[src/rtl/rv_pkg.sv]
// Shared encodings for the 64-bit RISC-V pipeline: ALUOp classes, ALU operations
// and the branch funct3 codes.
package rv_pkg;

  localparam int XLEN = 64;

  localparam logic [1:0] ALUOP_ADD   = 2'b00;
  localparam logic [1:0] ALUOP_SUB   = 2'b01;
  localparam logic [1:0] ALUOP_RTYPE = 2'b10;
  localparam logic [1:0] ALUOP_ITYPE = 2'b11;

  typedef enum logic [2:0] {
    ALU_ADD,
    ALU_SUB,
    ALU_AND,
    ALU_OR,
    ALU_XOR,
    ALU_SLL,
    ALU_SRL,
    ALU_SRA
  } alu_op_e;

  localparam logic [2:0] F3_BEQ = 3'b000;
  localparam logic [2:0] F3_BNE = 3'b001;
  localparam logic [2:0] F3_BLT = 3'b100;
  localparam logic [2:0] F3_BGE = 3'b101;

endpackage

[src/rtl/alu64.sv]
// Combinational ALU. Shift amount is the low six bits of b.
module alu64
  import rv_pkg::*;
#(
  parameter int XLEN = rv_pkg::XLEN
) (
  input  alu_op_e          op,
  input  logic [XLEN-1:0]  a,
  input  logic [XLEN-1:0]  b,
  output logic [XLEN-1:0]  result
);

  logic [5:0] shamt;
  assign shamt = b[5:0];

  always_comb begin
    result = '0;
    case (op)
      ALU_ADD: result = a + b;
      ALU_SUB: result = a - b;
      ALU_AND: result = a & b;
      ALU_OR:  result = a | b;
      ALU_XOR: result = a ^ b;
      ALU_SLL: result = a << shamt;
      ALU_SRL: result = a >> shamt;
      ALU_SRA: result = $unsigned($signed(a) >>> shamt);
      default: result = a + b;
    endcase
  end

endmodule

[src/rtl/ex_mem_stage.sv]
// Execute stage and EX/MEM register: ALU control, ALU, branch compare/target,
// wrong-path squash after a taken branch, and saturating branch counters.
module ex_mem_stage
  import rv_pkg::*;
#(
  parameter int XLEN  = rv_pkg::XLEN,
  parameter int CNT_W = 32
) (
  input  logic             clk,
  input  logic             reset,
  input  logic             stall,
  input  logic             IDEX_RegWrite,
  input  logic             IDEX_MemRead,
  input  logic             IDEX_MemToReg,
  input  logic             IDEX_MemWrite,
  input  logic             IDEX_Branch,
  input  logic             IDEX_ALUSrc,
  input  logic [1:0]       IDEX_ALUOp,
  input  logic [3:0]       IDEX_Funct,
  input  logic [XLEN-1:0]  IDEX_PC_out,
  input  logic [XLEN-1:0]  IDEX_ReadData1,
  input  logic [XLEN-1:0]  IDEX_ReadData2,
  input  logic [XLEN-1:0]  IDEX_ImmData,
  input  logic [4:0]       IDEX_rd,
  output logic             EXMEM_RegWrite,
  output logic             EXMEM_MemRead,
  output logic             EXMEM_MemToReg,
  output logic             EXMEM_MemWrite,
  output logic             EXMEM_Branch,
  output logic [XLEN-1:0]  EXMEM_ALUResult,
  output logic [XLEN-1:0]  EXMEM_WriteData,
  output logic [XLEN-1:0]  EXMEM_BranchTarget,
  output logic             EXMEM_Zero,
  output logic [4:0]       EXMEM_rd,
  output logic             EXMEM_PCSrc,
  output logic [CNT_W-1:0] branch_cnt,
  output logic [CNT_W-1:0] taken_cnt
);

  alu_op_e         alu_op;
  logic [XLEN-1:0] op_b;
  logic [XLEN-1:0] alu_result;
  logic [XLEN-1:0] branch_target;
  logic            cond;

  always_comb begin
    alu_op = ALU_ADD;
    case (IDEX_ALUOp)
      ALUOP_SUB: alu_op = ALU_SUB;
      ALUOP_RTYPE: begin
        case (IDEX_Funct)
          4'b0000: alu_op = ALU_ADD;
          4'b1000: alu_op = ALU_SUB;
          4'b0111: alu_op = ALU_AND;
          4'b0110: alu_op = ALU_OR;
          4'b0100: alu_op = ALU_XOR;
          4'b0001: alu_op = ALU_SLL;
          4'b0101: alu_op = ALU_SRL;
          4'b1101: alu_op = ALU_SRA;
          default: alu_op = ALU_ADD;
        endcase
      end
      ALUOP_ITYPE: begin
        case (IDEX_Funct[2:0])
          3'b111:  alu_op = ALU_AND;
          3'b110:  alu_op = ALU_OR;
          3'b100:  alu_op = ALU_XOR;
          3'b001:  alu_op = ALU_SLL;
          3'b101:  alu_op = IDEX_Funct[3] ? ALU_SRA : ALU_SRL;
          default: alu_op = ALU_ADD;
        endcase
      end
      default: alu_op = ALU_ADD;
    endcase
  end

  assign op_b = IDEX_ALUSrc ? IDEX_ImmData : IDEX_ReadData2;

  alu64 #(.XLEN(XLEN)) u_alu (
    .op     (alu_op),
    .a      (IDEX_ReadData1),
    .b      (op_b),
    .result (alu_result)
  );

  always_comb begin
    cond = 1'b0;
    if (IDEX_Branch) begin
      case (IDEX_Funct[2:0])
        F3_BEQ:  cond = (IDEX_ReadData1 == IDEX_ReadData2);
        F3_BNE:  cond = (IDEX_ReadData1 != IDEX_ReadData2);
        F3_BLT:  cond = ($signed(IDEX_ReadData1) <  $signed(IDEX_ReadData2));
        F3_BGE:  cond = ($signed(IDEX_ReadData1) >= $signed(IDEX_ReadData2));
        default: cond = 1'b0;
      endcase
    end
  end

  assign branch_target = IDEX_PC_out + (IDEX_ImmData << 1);

  // PCSrc is derived from registered fields only, so it is itself a register output.
  assign EXMEM_PCSrc = EXMEM_Branch & EXMEM_Zero;

  always_ff @(posedge clk or posedge reset) begin
    if (reset) begin
      EXMEM_RegWrite     <= 1'b0;
      EXMEM_MemRead      <= 1'b0;
      EXMEM_MemToReg     <= 1'b0;
      EXMEM_MemWrite     <= 1'b0;
      EXMEM_Branch       <= 1'b0;
      EXMEM_Zero         <= 1'b0;
      EXMEM_ALUResult    <= '0;
      EXMEM_WriteData    <= '0;
      EXMEM_BranchTarget <= '0;
      EXMEM_rd           <= '0;
      branch_cnt         <= '0;
      taken_cnt          <= '0;
    end else if (!stall) begin
      EXMEM_ALUResult    <= alu_result;
      EXMEM_WriteData    <= IDEX_ReadData2;
      EXMEM_BranchTarget <= branch_target;
      EXMEM_rd           <= IDEX_rd;
      if (EXMEM_PCSrc) begin
        // Wrong-path instruction: bubble the controls, leave counters alone.
        EXMEM_RegWrite <= 1'b0;
        EXMEM_MemRead  <= 1'b0;
        EXMEM_MemToReg <= 1'b0;
        EXMEM_MemWrite <= 1'b0;
        EXMEM_Branch   <= 1'b0;
        EXMEM_Zero     <= 1'b0;
      end else begin
        EXMEM_RegWrite <= IDEX_RegWrite;
        EXMEM_MemRead  <= IDEX_MemRead;
        EXMEM_MemToReg <= IDEX_MemToReg;
        EXMEM_MemWrite <= IDEX_MemWrite;
        EXMEM_Branch   <= IDEX_Branch;
        EXMEM_Zero     <= cond;
        if (IDEX_Branch && (branch_cnt != '1))
          branch_cnt <= branch_cnt + 1'b1;
        if (cond && (taken_cnt != '1))
          taken_cnt <= taken_cnt + 1'b1;
      end
    end
  end

endmodule

[config.mk]
export PLATFORM = sky130hd
export DESIGN_NAME = ex_mem_stage
export DESIGN_NICKNAME = d
export VERILOG_FILES = /design/src/rtl/rv_pkg.sv /design/src/rtl/alu64.sv /design/src/rtl/ex_mem_stage.sv
export SDC_FILE = /design/constraint.sdc
export NUM_CORES = 2
export LEC_CHECK = 0
export CAP_MARGIN = 15
export CORE_ASPECT_RATIO = 1.2
export CORE_MARGIN = 2
export CORE_UTILIZATION = 36
export CTS_CLUSTER_DIAMETER = 120
export DETAILED_ROUTE_END_ITERATION = 6
export GPL_TIMING_DRIVEN = 0
export MAX_ROUTING_LAYER = met4
export PLACE_DENSITY = 0.64
export SLEW_MARGIN = 0
export SYNTH_ARGS = -nofsm -noshare
export SYNTH_HDL_FRONTEND = slang
export SYNTH_SLANG_ARGS = --single-unit
[constraint.sdc]
create_clock -name clk -period 9.6 [get_ports clk]
set_input_delay 2.4 -clock clk [delete_from_list [all_inputs] [get_ports clk]]
set_output_delay 2.4 -clock clk [all_outputs]
set_load 0.1 [all_outputs]
* Word-level counts from Yosys, hierarchy flattened *
Memories as Yosys holds them, arrays and structs flattened.
Index checks and enable logic that the tools add are counted.

word-level totals
  ROM bits = 48
  memories = 1
  input port bits = 276
  register bits after elaboration = 267

memory list
  name              words  width  read ports  clocked after memory_dff  wr ports  line                source
  (name not given)  16     3      1           0                         0         ex_mem_stage.sv:51  case (IDEX_Funct)

operators by class
  equality and inequality tests = 19
  mux-type cells = 13
  add/subtract/negate cells = 5
  reduce and logical (&&, ||, !) cells = 6
  shift operators = 3
  $lt $le $gt $ge = 2
  bitwise gates (word level) = 6

operators with widths
  operator               count
  $pmux 64 s8            1
  $add 64x64->64         2
  $add 32x1->32 const B  2
  $and 64x64->64         1
  $eq 64x64->1           1
  $ge 64x64->1           1
  $lt 64x64->1           1
  $mux 64                1
  $ne 32x32->1 const B   2
  $ne 64x64->1           1
  $or 64x64->64          1
  $shl 64x6->64          1
  $shr 64x6->64          1
  $sshr 64x6->64         1
  $sub 64x64->64         1
  $xor 64x64->64         1
  $eq 3x3->1 const B     8
  $pmux 3 s5             1
  $pmux 3 s3             1
  $mux 1                 8
  $eq 3x1->1 const B     2
  $eq 3x2->1 const B     2
  $logic_not 3->1        2
  $reduce_and 3->1       2
  6 further kinds        9

* Longest topological paths before layout *
  word-level depth = 5
  mapped depth = 30
  mapped depth without buffers = 22

* Modules after synthesis *
Synthesis repeated with hierarchy kept, for this count alone.

second synthesis, totals
  cell total of the unflattened synthesis = 4366
  area total of the unflattened synthesis = 34117.7 um2

modules (own cells, without submodules)
  module        sequential area each (um2)  cells an instance  area each (um2)  times used
  alu64         0.0                         2532               17559.3          1
  ex_mem_stage  6681.4                      1834               16558.4          1

* Worst setup path before layout *
Ideal clock, no wire load.

  path type = input port to flip-flop
  start = in IDEX_ALUSrc
  end = reg EXMEM_ALUResult[63]
  slack = 1.211 ns
  arrival = 8.304 ns
  setup time = 0.086 ns
  path buffers = 7
  cell stages on the path = 28
  path through = buf_6 -> mux2i_4 -> buf_4 -> buf_4 -> buf_2 -> buf_2 -> buf_2 -> ha_1 -> o2111ai_2 -> nor3_1 -> nand4b_1 -> or3_1 -> or3_4 -> o21ai_1 -> xnor2_1 -> ha_1 -> clkbuf_1 -> a21oi_1 -> o21ai_0 -> a211oi_1 -> o31a_1 -> o41ai_1 -> a21bo_2 -> o21ai_1 -> a31oi_1 -> a21oi_1 -> or4b_2 -> a32oi_1

between the ends
  longest elaborated chain between the ends = 3
  elaborated cells between the ends (all ways) = 10

RTL lines
  element                                       line                 source
  start: declaration                            ex_mem_stage.sv:17   input logic IDEX_ALUSrc,
  $mux 64 (*)                                   ex_mem_stage.sv:77   assign op_b = IDEX_ALUSrc ? IDEX_ImmData : IDEX_ReadData2;
  $sub 64x64->64, or another cell as far along  alu64.sv:20          ALU_SUB: result = a - b;
  $pmux 64 s8 (*)                               alu64.sv:18          case (op)
  end signal: assignment                        ex_mem_stage.sv:119  EXMEM_ALUResult <= alu_result;
  end: declaration                              ex_mem_stage.sv:30   output logic [XLEN-1:0] EXMEM_ALUResult,

Mark *: on every way between the ends. The rest lies on a longest branch, timed or not.
A chain may end at the register's enable or synchronous reset.

* Worst setup path in the final report *
  start = in IDEX_Funct[0]
  end = reg EXMEM_ALUResult[60]

between the ends
  longest elaborated chain between the ends = 5
  elaborated cells between the ends (all ways) = 17

RTL lines
  element                                               line                source
  start: declaration                                    ex_mem_stage.sv:19  input logic [3:0] IDEX_Funct,
  branches (longest 2 deep; another with $mem_v2 16x3)  --
  $pmux 3 s3 (*)                                        ex_mem_stage.sv:48  case (IDEX_ALUOp)
  $eq 3x3->1, or another cell as far along              alu64.sv:18
  $pmux 64 s8 (*)                                       alu64.sv:18

Every way passes the cells marked *.

==> impl_metrics.sql <==
INSERT INTO impl_metrics (metric_group, metric, value, unit) VALUES
('status', 'run_status', 'finished with violations', ''),
('status', 'violations', 'negative setup slack', ''),
('route', 'drcViolationCount', '0', ''),
('sta', 'post-route-worst-setup-slack', '-0.0452', 'ns'),
('clock_network', 'ctsLongestPathBuffers', '3', ''),
('finish', 'final-seq-area', '0.00668', 'mm²'),
('route', 'avgViaCountPerCell', '6.68', ''),
('floorplanning', 'initial_utilization', '36.4', '%'),
('finish', 'syn2layout_area_growth', '27.0', '%'),
('placed_design', 'final_hpwl_dp', '212000', 'µm'),
('global_routing', 'grt_pass1_vias', '40400', ''),
('global_routing', 'largest_net_degree_at_the_start_of_global_routing', '44', ''),
('sta', 'report.final.slew_viol_count', '0', ''),
('min_path', 'worstHoldPathCells', '1', ''),
('sta', 'final.hold.worst_slack', '0.481', 'ns'),
('sta', 'fmaxAchievable', '104', 'MHz'),
('clock_network', 'numCtsBuffers', '35', ''),
('clock_network', 'cts_tree', 'yes', ''),
('sta', 'final.min_clock_period', '9.65', 'ns'),
('worst_setup_path', 'worst_r2r_startpoint', 'branch_cnt[9]', ''),
('synthesis', 'synth_simple_gate_area_share', '17.8', '%'),
('sta', 'setup_viol_count_final', '2', ''),
('synthesis', 'yosys_warnings', '0', ''),
('sta', 'report.final.hold_viol_count', '0', ''),
('route', 'vias', '42300', ''),
('global_routing', 'global_route.usage.total', '54.0', '%'),
('floorplanning', 'floorplan.die.width', '283', 'µm'),
('synthesis', 'post-synth-top-area-fraction', '19.8', '%'),
('synthesis', 'netlist_top_cells_area', 'dfrtp_1 (20%), ha_1 (12%), mux2i_1 (7.6%), nand2_1 (5.5%), a21oi_1 (5.5%)', ''),
('worst_setup_path', 'timing.rr.end', 'branch_cnt[29]', ''),
('global_routing', 'number_of_antenna_violations_at_the_first_check_in_global_routing', '42', ''),
('clock_network', 'cts-hold-fix-buffers', '0', ''),
('sta', 'maxSlewHeadroom', '4.85', '%'),
('global_routing', 'grt-ovfl-total', '0', ''),
('route', 'final_antenna_net_count', '0', ''),
('clock_network', 'cts_root_buf', 'clkbuf_16', ''),
('min_path', 'hold_end', 'EXMEM_ALUResult[41]', ''),
('worst_setup_path', 'cp.arrival', '10.16', 'ns'),
('placed_design', 'gp_congestion', '1.17', ''),
('synthesis', 'synth.distinct_cells', '102', ''),
('placed_design', 'numPortBuffers', '539', ''),
('pwr', 'powerDensity', '190', 'mW/mm²'),
('worst_setup_path', 'critPathKind', 'input pin to flip-flop', ''),
('sta', 'finClkSkew', '0.0444', 'ns'),
('synthesis', 'synth_area_per_cell', '7.65', 'µm²'),
('worst_setup_path', 'r2r_cells', '12', ''),
('synthesis', 'synth.net_count', '5000', ''),
('sta', 'rsz_0062_raised_after_global_routing', 'no', ''),
('synthesis', 'seq_area_frac_synth', '19.8', '%'),
('pwr', 'fin_total_pwr', '8.12', 'mW'),
('run', 'max_cap_violations', '0', ''),
('synthesis', 'post_synthesis_xor_xnor_area_fraction', '6.03', '%'),
('worst_setup_path', 'worstSetupEndpointType', 'flip-flop', ''),
('synthesis', 'syn-cell-area', '0.0337', 'mm²'),
('finish', 'layout_cells_sized_above_1', '6.53', '%'),
('finish', 'multi_input_comb_area', '0.0250', 'mm²'),
('synthesis', 'postSynth.asyncResetShare', '100', '%'),
('finish', 'filler_cell_count', '9338', ''),
('synthesis', 'ys.flop_type', 'dfrtp_1', ''),
('global_routing', 'grt_pass1_wl', '349000', 'µm'),
('route', 'routed_wirelength', '261000', 'µm'),
('sta', 'final_period_utilization', '100', '%'),
('pwr', 'power.ir.vdd_worst', '0.000205', 'V'),
('synthesis', 'synthAdderAreaFrac', '12.0', '%'),
('min_path', 'holdCritStartpoint', 'EXMEM_ALUResult[41]', ''),
('worst_setup_path', 'crit_fanout', '10', ''),
('pwr', 'power_leakage', '18.6', 'nW'),
('sta', 'worst_pin_slew', '1.43', 'ns'),
('worst_setup_path', 'regToRegSetupSlack', '5.92', 'ns'),
('floorplanning', 'ports', '544', ''),
('clock_network', 'h-tree-depth', '2', '');
-- through the flow --
step	cell area [µm²]	TNS (ns)	worst slack, ns	util (%)
3_3_place_gp	40600	-77.60	-2.96	43.9
6_report	42800	-0.0897	-0.0452	46.2
3_5_place_dp	41000	-65.87	-2.27	44.4
5_1_grt	42700	0	0.00380	46.2
4_1_cts	42400	0	0.0160	45.8
2_1_floorplan	33700	0	1.21	-
-- cell usage after synthesis (all sizes together), types with 77 or more instances --
master / count
nand2: 495
clkbuf: 152
nor2: 379
a21o: 92
mux2i: 256
a211oi: 77
dfrtp: 267
nand3: 97
buf: 125
ha: 321
o21ai: 366
xnor2: 167
a21oi: 371
inv: 251
-- state kept, by name, summed over array words and instances (netlist names) --
signal and flops:
EXMEM_Zero 1, EXMEM_rd 5, EXMEM_BranchTarget 64, branch_cnt 32, EXMEM_MemRead 1, taken_cnt 32
EXMEM_Branch 1, EXMEM_MemToReg 1, EXMEM_WriteData 64, EXMEM_ALUResult 64, EXMEM_MemWrite 1, EXMEM_RegWrite 1
-- power breakdown --
| group | switching, mW | internal, mW | total, mW | leakage (nW) |
|---|---|---|---|---|
| Combinational | 3.83 | 1.28 | 5.11 | 14.7 |
| Sequential | 0.148 | 1.31 | 1.46 | 3.28 |
| Clock | 0.648 | 0.902 | 1.55 | 0.624 |
| Total | 4.62 | 3.49 | 8.12 | 18.6 |
-- worst max-delay path by stage --
stage,start,to,slack (ns)
floorplan,IDEX_ALUSrc,EXMEM_ALUResult[63],1.21
global placement,IDEX_ReadData2[0],EXMEM_ALUResult[60],-2.96
detailed placement,IDEX_ReadData2[0],EXMEM_ALUResult[60],-2.27
CTS,IDEX_ALUSrc,EXMEM_ALUResult[63],0.02
global route,IDEX_ReadData2[0],EXMEM_ALUResult[63],0.004
finish,IDEX_Funct[0],EXMEM_ALUResult[60],-0.05
-- metal layers --
metal	share of wire, %	track usage, %	vias up
met4	11	48.6	0
li1	-	-	17400
met1	35	57.2	20400
met2	42	77.1	3423
met3	12	21.9	1074
met5	0	-	-
-- layout make-up --
type	instances	share of cell area (%)
antenna	47	0.275
buffer	269	2.82
clock buffer	48	2.35
clock inverter	16	0.614
inverter	255	2.26
multi-input combinational	3602	58.4
sequential	267	15.6
tap	1240	3.63
timing repair buffer	585	14.0
-- cells in the final DEF (no fill, tap or decap), types with 24 or more instances in the layout --
| cell | synthesis | routed |
|---|---|---|
| mux4_2 | 40 | 40 |
| a31oi_1 | 55 | 53 |
| o21bai_1 | 28 | 28 |
| mux2_2 | 26 | 26 |
| clkdlybuf4s50_1 | 0 | 539 |
| nand4_1 | 64 | 64 |
| inv_1 | 250 | 249 |
| and2_1 | 24 | 24 |
| buf_1 | 38 | 34 |
| mux2i_1 | 255 | 252 |
| or3_1 | 28 | 28 |
| ha_1 | 321 | 321 |
| clkbuf_1 | 151 | 146 |
| a211oi_1 | 74 | 72 |
| buf_2 | 78 | 74 |
| nor3_1 | 76 | 75 |
| xnor2_1 | 167 | 166 |
| clkbuf_16 | 0 | 36 |
| a221oi_1 | 65 | 65 |
| nand3_1 | 96 | 96 |
| o21a_1 | 44 | 44 |
| xor2_1 | 65 | 65 |
| dfrtp_1 | 267 | 267 |
| a21o_1 | 92 | 92 |
| nand2b_1 | 26 | 26 |
| diode_2 | 0 | 47 |
| a21oi_1 | 369 | 369 |
| nor2_1 | 377 | 376 |
| o21ai_0 | 353 | 348 |
| and3_1 | 38 | 38 |
| nand2_1 | 495 | 494 |
| o31ai_1 | 28 | 26 |
| o211ai_1 | 48 | 48 |
-- kinds of logic after synthesis --
logic type / after synthesis
xor gates and xnor gates: 232
DFF: 267
adders and majority gates: 323
muxes: 323
and+or+nand+nor: 1326
AOI/OAI and AO/OA: 1398
buffers and inverters: 532
-- critical path: stages --
cell	delay [ns]
clkbuf_1	0.57
inv_1	0.46
nand3_1	0.20
nand3_1	0.09
o211ai_1	0.10
o21ai_1	0.32
buf_6	0.27
nand2_1	0.23
clkbuf_1	0.93
o21ai_0	0.35
fa_1	0.52
nor2b_1	0.16
o211ai_1	0.13
a21oi_1	0.64
o21ai_0	0.32
a2111oi_1	0.47
clkdlybuf4s18_2	0.33
o31a_1	0.31
a41oi_2	0.29
o21ai_0	0.31
xnor2_1	0.29
o21ai_0	0.24
o21a_1	0.18
-- timing repair --
action | 4_1_cts | 5_1_grt
gates resized for setup | 20 | 15
buffers inserted | 2 | 0
setup endpoints to repair | 42 | 26
Note: power is estimated with default switching activity, not from simulation.
